--- src/rtl/baud_tick_gen.sv ---
// baud_tick_gen
// Baud-rate tick generator for the UART datapath. A cycle counter divides the
// clock by the active divisor to give the oversample tick. A sub-counter of
// oversample ticks then gives the mid-bit tick and the end-of-bit (baud) tick.
// A new divisor is held in a shadow register until a bit boundary, a resync,
// or an idle (disabled) edge, so that a bit period never changes mid-bit.
//
// Ports:
//   i_clk        rising-edge clock
//   i_rst_n      synchronous active-low reset
//   i_en         count enable; counters hold while low
//   i_div_wr     strobe: write i_div into the shadow divisor
//   i_div        divisor, clock cycles per oversample tick (0/1 clamp to 2)
//   i_resync     strobe: restart the bit phase from zero
//   o_os_tick    one-cycle oversample tick
//   o_mid_tick   one-cycle mid-bit tick
//   o_baud_tick  one-cycle end-of-bit tick
//   o_div        divisor currently in effect
//   o_div_pend   a written divisor is waiting to take effect
module baud_tick_gen #(
    parameter int DIV_W       = 16,
    parameter int OSR         = 16,
    parameter int DEFAULT_DIV = 78
) (
    input  logic             i_clk,
    input  logic             i_rst_n,
    input  logic             i_en,
    input  logic             i_div_wr,
    input  logic [DIV_W-1:0] i_div,
    input  logic             i_resync,
    output logic             o_os_tick,
    output logic             o_mid_tick,
    output logic             o_baud_tick,
    output logic [DIV_W-1:0] o_div,
    output logic             o_div_pend
);

    localparam int               SUB_W    = $clog2(OSR);
    localparam logic [SUB_W-1:0] SUB_MID  = SUB_W'(OSR / 2 - 1);
    localparam logic [SUB_W-1:0] SUB_LAST = SUB_W'(OSR - 1);
    localparam logic [DIV_W-1:0] DIV_DEF  = DIV_W'(DEFAULT_DIV);
    localparam logic [DIV_W-1:0] DIV_MIN  = DIV_W'(2);

    logic [DIV_W-1:0] cyc_cnt_q, cyc_cnt_d;
    logic [SUB_W-1:0] sub_cnt_q, sub_cnt_d;
    logic [DIV_W-1:0] div_act_q, div_act_d;
    logic [DIV_W-1:0] div_shadow_q, div_shadow_d;
    logic             pend_q, pend_d;
    logic             os_tick_q, os_tick_d;
    logic             mid_tick_q, mid_tick_d;
    logic             baud_tick_q, baud_tick_d;

    logic [DIV_W-1:0] div_wr_val;
    logic             cyc_last;
    logic             baud_edge;
    logic             apply;

    always_comb begin
        div_wr_val   = (i_div < DIV_MIN) ? DIV_MIN : i_div;
        cyc_last     = (cyc_cnt_q == div_act_q - DIV_W'(1));
        baud_edge    = i_en && !i_resync && cyc_last && (sub_cnt_q == SUB_LAST);
        // The divisor may only change where the bit phase is not running.
        apply        = baud_edge || i_resync || !i_en;

        cyc_cnt_d    = cyc_cnt_q;
        sub_cnt_d    = sub_cnt_q;
        os_tick_d    = 1'b0;
        mid_tick_d   = 1'b0;
        baud_tick_d  = 1'b0;
        div_act_d    = div_act_q;
        div_shadow_d = div_shadow_q;
        pend_d       = pend_q;

        if (i_resync) begin
            cyc_cnt_d = '0;
            sub_cnt_d = '0;
        end else if (i_en) begin
            if (cyc_last) begin
                cyc_cnt_d   = '0;
                os_tick_d   = 1'b1;
                sub_cnt_d   = (sub_cnt_q == SUB_LAST) ? '0 : sub_cnt_q + SUB_W'(1);
                mid_tick_d  = (sub_cnt_q == SUB_MID);
                baud_tick_d = (sub_cnt_q == SUB_LAST);
            end else begin
                cyc_cnt_d = cyc_cnt_q + DIV_W'(1);
            end
        end

        if (apply) begin
            div_act_d = div_shadow_q;
            pend_d    = 1'b0;
        end

        // A write coinciding with an apply bypasses the shadow wait.
        if (i_div_wr) begin
            div_shadow_d = div_wr_val;
            if (apply) begin
                div_act_d = div_wr_val;
            end else begin
                pend_d = 1'b1;
            end
        end
    end

    always_ff @(posedge i_clk) begin
        if (!i_rst_n) begin
            cyc_cnt_q    <= '0;
            sub_cnt_q    <= '0;
            div_act_q    <= DIV_DEF;
            div_shadow_q <= DIV_DEF;
            pend_q       <= 1'b0;
            os_tick_q    <= 1'b0;
            mid_tick_q   <= 1'b0;
            baud_tick_q  <= 1'b0;
        end else begin
            cyc_cnt_q    <= cyc_cnt_d;
            sub_cnt_q    <= sub_cnt_d;
            div_act_q    <= div_act_d;
            div_shadow_q <= div_shadow_d;
            pend_q       <= pend_d;
            os_tick_q    <= os_tick_d;
            mid_tick_q   <= mid_tick_d;
            baud_tick_q  <= baud_tick_d;
        end
    end

    assign o_os_tick   = os_tick_q;
    assign o_mid_tick  = mid_tick_q;
    assign o_baud_tick = baud_tick_q;
    assign o_div       = div_act_q;
    assign o_div_pend  = pend_q;

endmodule

--- config.mk ---
export PLATFORM = sky130hd
export DESIGN_NAME = baud_tick_gen
export DESIGN_NICKNAME = d
export VERILOG_FILES = /design/src/rtl/baud_tick_gen.sv
export SDC_FILE = /design/constraint.sdc
export NUM_CORES = 1
export LEC_CHECK = 0
export BUFFER_PORTS_ARGS = -buffer_cell sky130_fd_sc_hd__buf_2
export CELL_PAD_IN_SITES_DETAIL_PLACEMENT = 1
export CELL_PAD_IN_SITES_GLOBAL_PLACEMENT = 2
export CORE_AREA = 5 5 95 97
export DETAILED_ROUTE_END_ITERATION = 6
export DIE_AREA = 0 0 100 102
export PLACE_DENSITY_LB_ADDON = 0.1
export RECOVER_POWER = 100
export SYNTH_ARGS = -nofsm -noshare
export SYNTH_HDL_FRONTEND = slang
export SYNTH_SLANG_ARGS = --single-unit
--- constraint.sdc ---
create_clock -name i_clk -period 3.4 [get_ports i_clk]
set_input_delay 0.17 -clock i_clk [delete_from_list [all_inputs] [get_ports i_clk]]
set_output_delay 0.17 -clock i_clk [all_outputs]
set_load 0.005 [all_outputs]
==> load_flow_metrics.sql <==
INSERT INTO impl_metrics (metric_group, metric, value, unit) VALUES
('synth', 'synth-edff-count', '0', ''),
('synth', 'synth_fp_nets', '324', ''),
('synth', 'syn_area_cell', '9.14', 'um^2'),
('placement', 'place.detailed.hpwl', '5870', 'um'),
('routing', 'drt-total-wl', '7460', 'um'),
('synth', 'postSynth.topFlopCell', 'dfxtp_1', ''),
('cells_and_area', 'layout_commonest_cell', 'dfxtp_1', ''),
('cells_and_area', 'share_of_post_route_cells_with_drive_strength_above_1', '0.141', ''),
('outcome', 'outcome', 'complete, no violations', ''),
('floorplan', 'fp-row-count', '33', ''),
('timing', 'min_period_over_period', '0.912', ''),
('timing', 'period_minus_slack', '3.10', 'ns'),
('critical_path', 'timing.critical_path.required', '3.61', 'ns'),
('pwr', 'p_leak', '0.00118', 'uW'),
('pwr', 'power.density_cell_area', '410', 'nW/um^2'),
('cts', 'clock-sinks', '56', ''),
('critical_path', 'criticalPathCategory', 'reg2reg', ''),
('critical_path', 'crit-reg2reg-capture', 'o_div[6]$_SDFF_PN1_', ''),
('timing', 'hold-worst-slack', '0.128', 'ns'),
('cts', 'ctsResizeCount', '0', ''),
('critical_path', 'crit_slowest_cell', 'or4b_1', ''),
('timing', 'actual_slew_at_the_worst_max_slew_pin', '0.896', 'ns'),
('floorplan', 'die-height', '102', 'um'),
('timing', 'finalSetupTns', '0', 'ns'),
('timing', 'hold_viol', '0', ''),
('timing', 'max_slew_margin', '0.403', ''),
('routing', 'first_pass_iters', '4', ''),
('worst_hold_path', 'hold_path_end', 'div_shadow_q[6]$_SDFFE_PN1P_', ''),
('cells_and_area', 'mostFrequentLayoutCells', '56 x dfxtp_1, 33 x nor2_1, 29 x buf_2', ''),
('routing', 'routedWlPerCell', '16.7', 'um'),
('global_route', 'grt_util_all_layers', '0.151', ''),
('critical_path', 'rr_worst_depth', '10', ''),
('global_route', 'grt_antenna_before_repair', '0', ''),
('critical_path', 'path_cells', 'inv_1 -> ha_1 -> xor2_1 -> nor2_1 -> a211oi_1 -> or4b_1 -> or3_1 -> o31ai_4 -> buf_4 -> o2bb2ai_1', ''),
('placement', 'port-buffer-count', '40', ''),
('placement', 'gp_congestion', '0.762', ''),
('cts', 'cts.clk_slew.worst_paths', '0.11', 'ns'),
('cells_and_area', 'design_area', '3120', 'um^2'),
('pwr', 'total_power', '1280', 'uW'),
('synth', 'synth.distinct_cells', '47', ''),
('cts', 'cts-htree-levels', '2', ''),
('floorplan', 'initial_utilization', '0.340', ''),
('global_route', 'grt_start_max_net_pins', '20', ''),
('global_route', 'grt_overflow', '0', ''),
('floorplan', 'overall_die_width', '100', 'um'),
('critical_path', 'timing.critical_path.from_type', 'flip-flop', ''),
('synth', 'synth_seq_cells', '56', ''),
('critical_path', 'timing.rr.start', 'o_div[0]$_SDFF_PN0_', ''),
('worst_hold_path', 'timing.hold.worst.class', 'in2reg', ''),
('timing', 'timing.final.setup_violations', '0', ''),
('cells_and_area', 'design.final.nets', '364', ''),
('synth', 'netlist_area', '2740', 'um^2'),
('floorplan', 'io_pins', '41', ''),
('pwr', 'power.ir.vdd_worst', '0.144', 'mV'),
('global_route', 'vias_in_the_first_global_route', '2383', ''),
('cts', 'cts-root-buf', 'clkbuf_8', ''),
('floorplan', 'die_area', '10200', 'um^2'),
('critical_path', 'worstPathArrival', '3.31', 'ns'),
('timing', 'max_freq', '0.322', 'GHz'),
('critical_path', 'worst_setup_path_startpoint', 'o_div[0]$_SDFF_PN0_', ''),
('timing', 'clock_skew', '0.0134', 'ns'),
('synth', 'synth-async-reset-ratio', '0', ''),
('global_route', 'grt_pass1_wl', '12200', 'um'),
('timing', 'slew_viol_final', '0', ''),
('routing', 'vias', '2301', ''),
('routing', 'drt_iter0_markers', '66', ''),
('synth', 'synth_cells', '300', ''),
('run', 'maxcap_viol_count', '0', ''),
('critical_path', 'endpoint_kind', 'flip-flop', ''),
('critical_path', 'ff2ff_setup_slack', '0.30', 'ns'),
('routing', 'detail_route.drc_violations', '0', '');
-- worst max-delay path by stage --
stage	endpoint	slack, ns
after floorplan	o_div[1]$_SDFF_PN1_	0.55
after global placement	o_div[14]$_SDFF_PN0_	0.44
after detailed placement	o_div[6]$_SDFF_PN1_	0.34
after CTS	o_div[6]$_SDFF_PN1_	0.33
after global routing	o_div[6]$_SDFF_PN1_	0.1
final	o_div[6]$_SDFF_PN1_	0.30
-- flip-flops by register name (all words and copies together) (netlist names) --
name / flops
cyc_cnt_q: 16
div_shadow_q: 16
o_baud_tick: 1
o_div: 16
o_div_pend: 1
o_mid_tick: 1
o_os_tick: 1
sub_cnt_q: 4
-- metrics by stage --
step           setup slack (ns)  std cells  utilization
2_1_floorplan             0.547        300            -
3_3_place_gp              0.444        438        0.379
3_5_place_dp              0.343        438        0.379
4_1_cts                   0.327        446        0.391
5_1_grt                  0.0971        446        0.388
6_report                  0.299        446        0.388
-- layout make-up --
class	count	area, um^2
Fill cell	993	4930
Multi-Input combinational cell	217	1490
Sequential cell	56	1120
Timing Repair Buffer	48	239
Tap cell	105	131
Clock buffer	5	68.8
Inverter	12	45.0
Clock inverter	3	27.5
-- cell families after synthesis --
logic type	Yosys count	share of synthesized area
buffers and inverters	27	0.0456
adders and majority gates	3	0.0137
and+or+nand+nor	111	0.216
AOI/OAI and AO/OA	57	0.164
muxes	10	0.0365
xor gates and xnor gates	36	0.115
DFF	56	0.409
-- synthesized netlist by cell type, types with 4 or more instances --
cell       instances  area share
nor4_1             6       0.014
o22a_1            12       0.038
nand4_1            8       0.018
nand2_1           18       0.025
mux2i_1           10       0.037
o31ai_1            4       0.011
inv_1             12       0.016
nand3_1           10       0.018
a22oi_1            5       0.014
xnor2_1           20       0.064
nor2_1            33       0.045
o21ai_0            4      0.0073
buf_2              4      0.0073
nor2b_1           14       0.032
clkbuf_1           6      0.0082
a21oi_1            9       0.016
nor3_1             6       0.011
o2bb2ai_1          4       0.013
dfxtp_1           56        0.41
xor2_1            16       0.051
-- worst max-delay path: cells and delay by family, from the launching register on --
kind,cells,cell delay (ns)
buffers and inverters,2,0.33
adder cells (fa/ha/maj),1,0.34
AND/OR/NAND/NOR,3,1.23
flip-flops,1,0.50
XOR/XNOR,1,0.19
AO/OA/AOI/OAI,3,0.41
-- report_power, final --
group | internal [uW] | switching [uW]
logic | 78.7 | 95.6
registers | 684 | 35.7
clock network | 152 | 235
total | 914 | 366
-- routing by layer --
metal  track usage  up-vias  share of wire
li1              -     1149              -
met4        0.0373        0         0.0098
met3        0.0253        6          0.026
met5             0        -              0
met1         0.188     1121           0.46
met2         0.272       25           0.50
No activity file was read; power rests on OpenSTA's default activity.
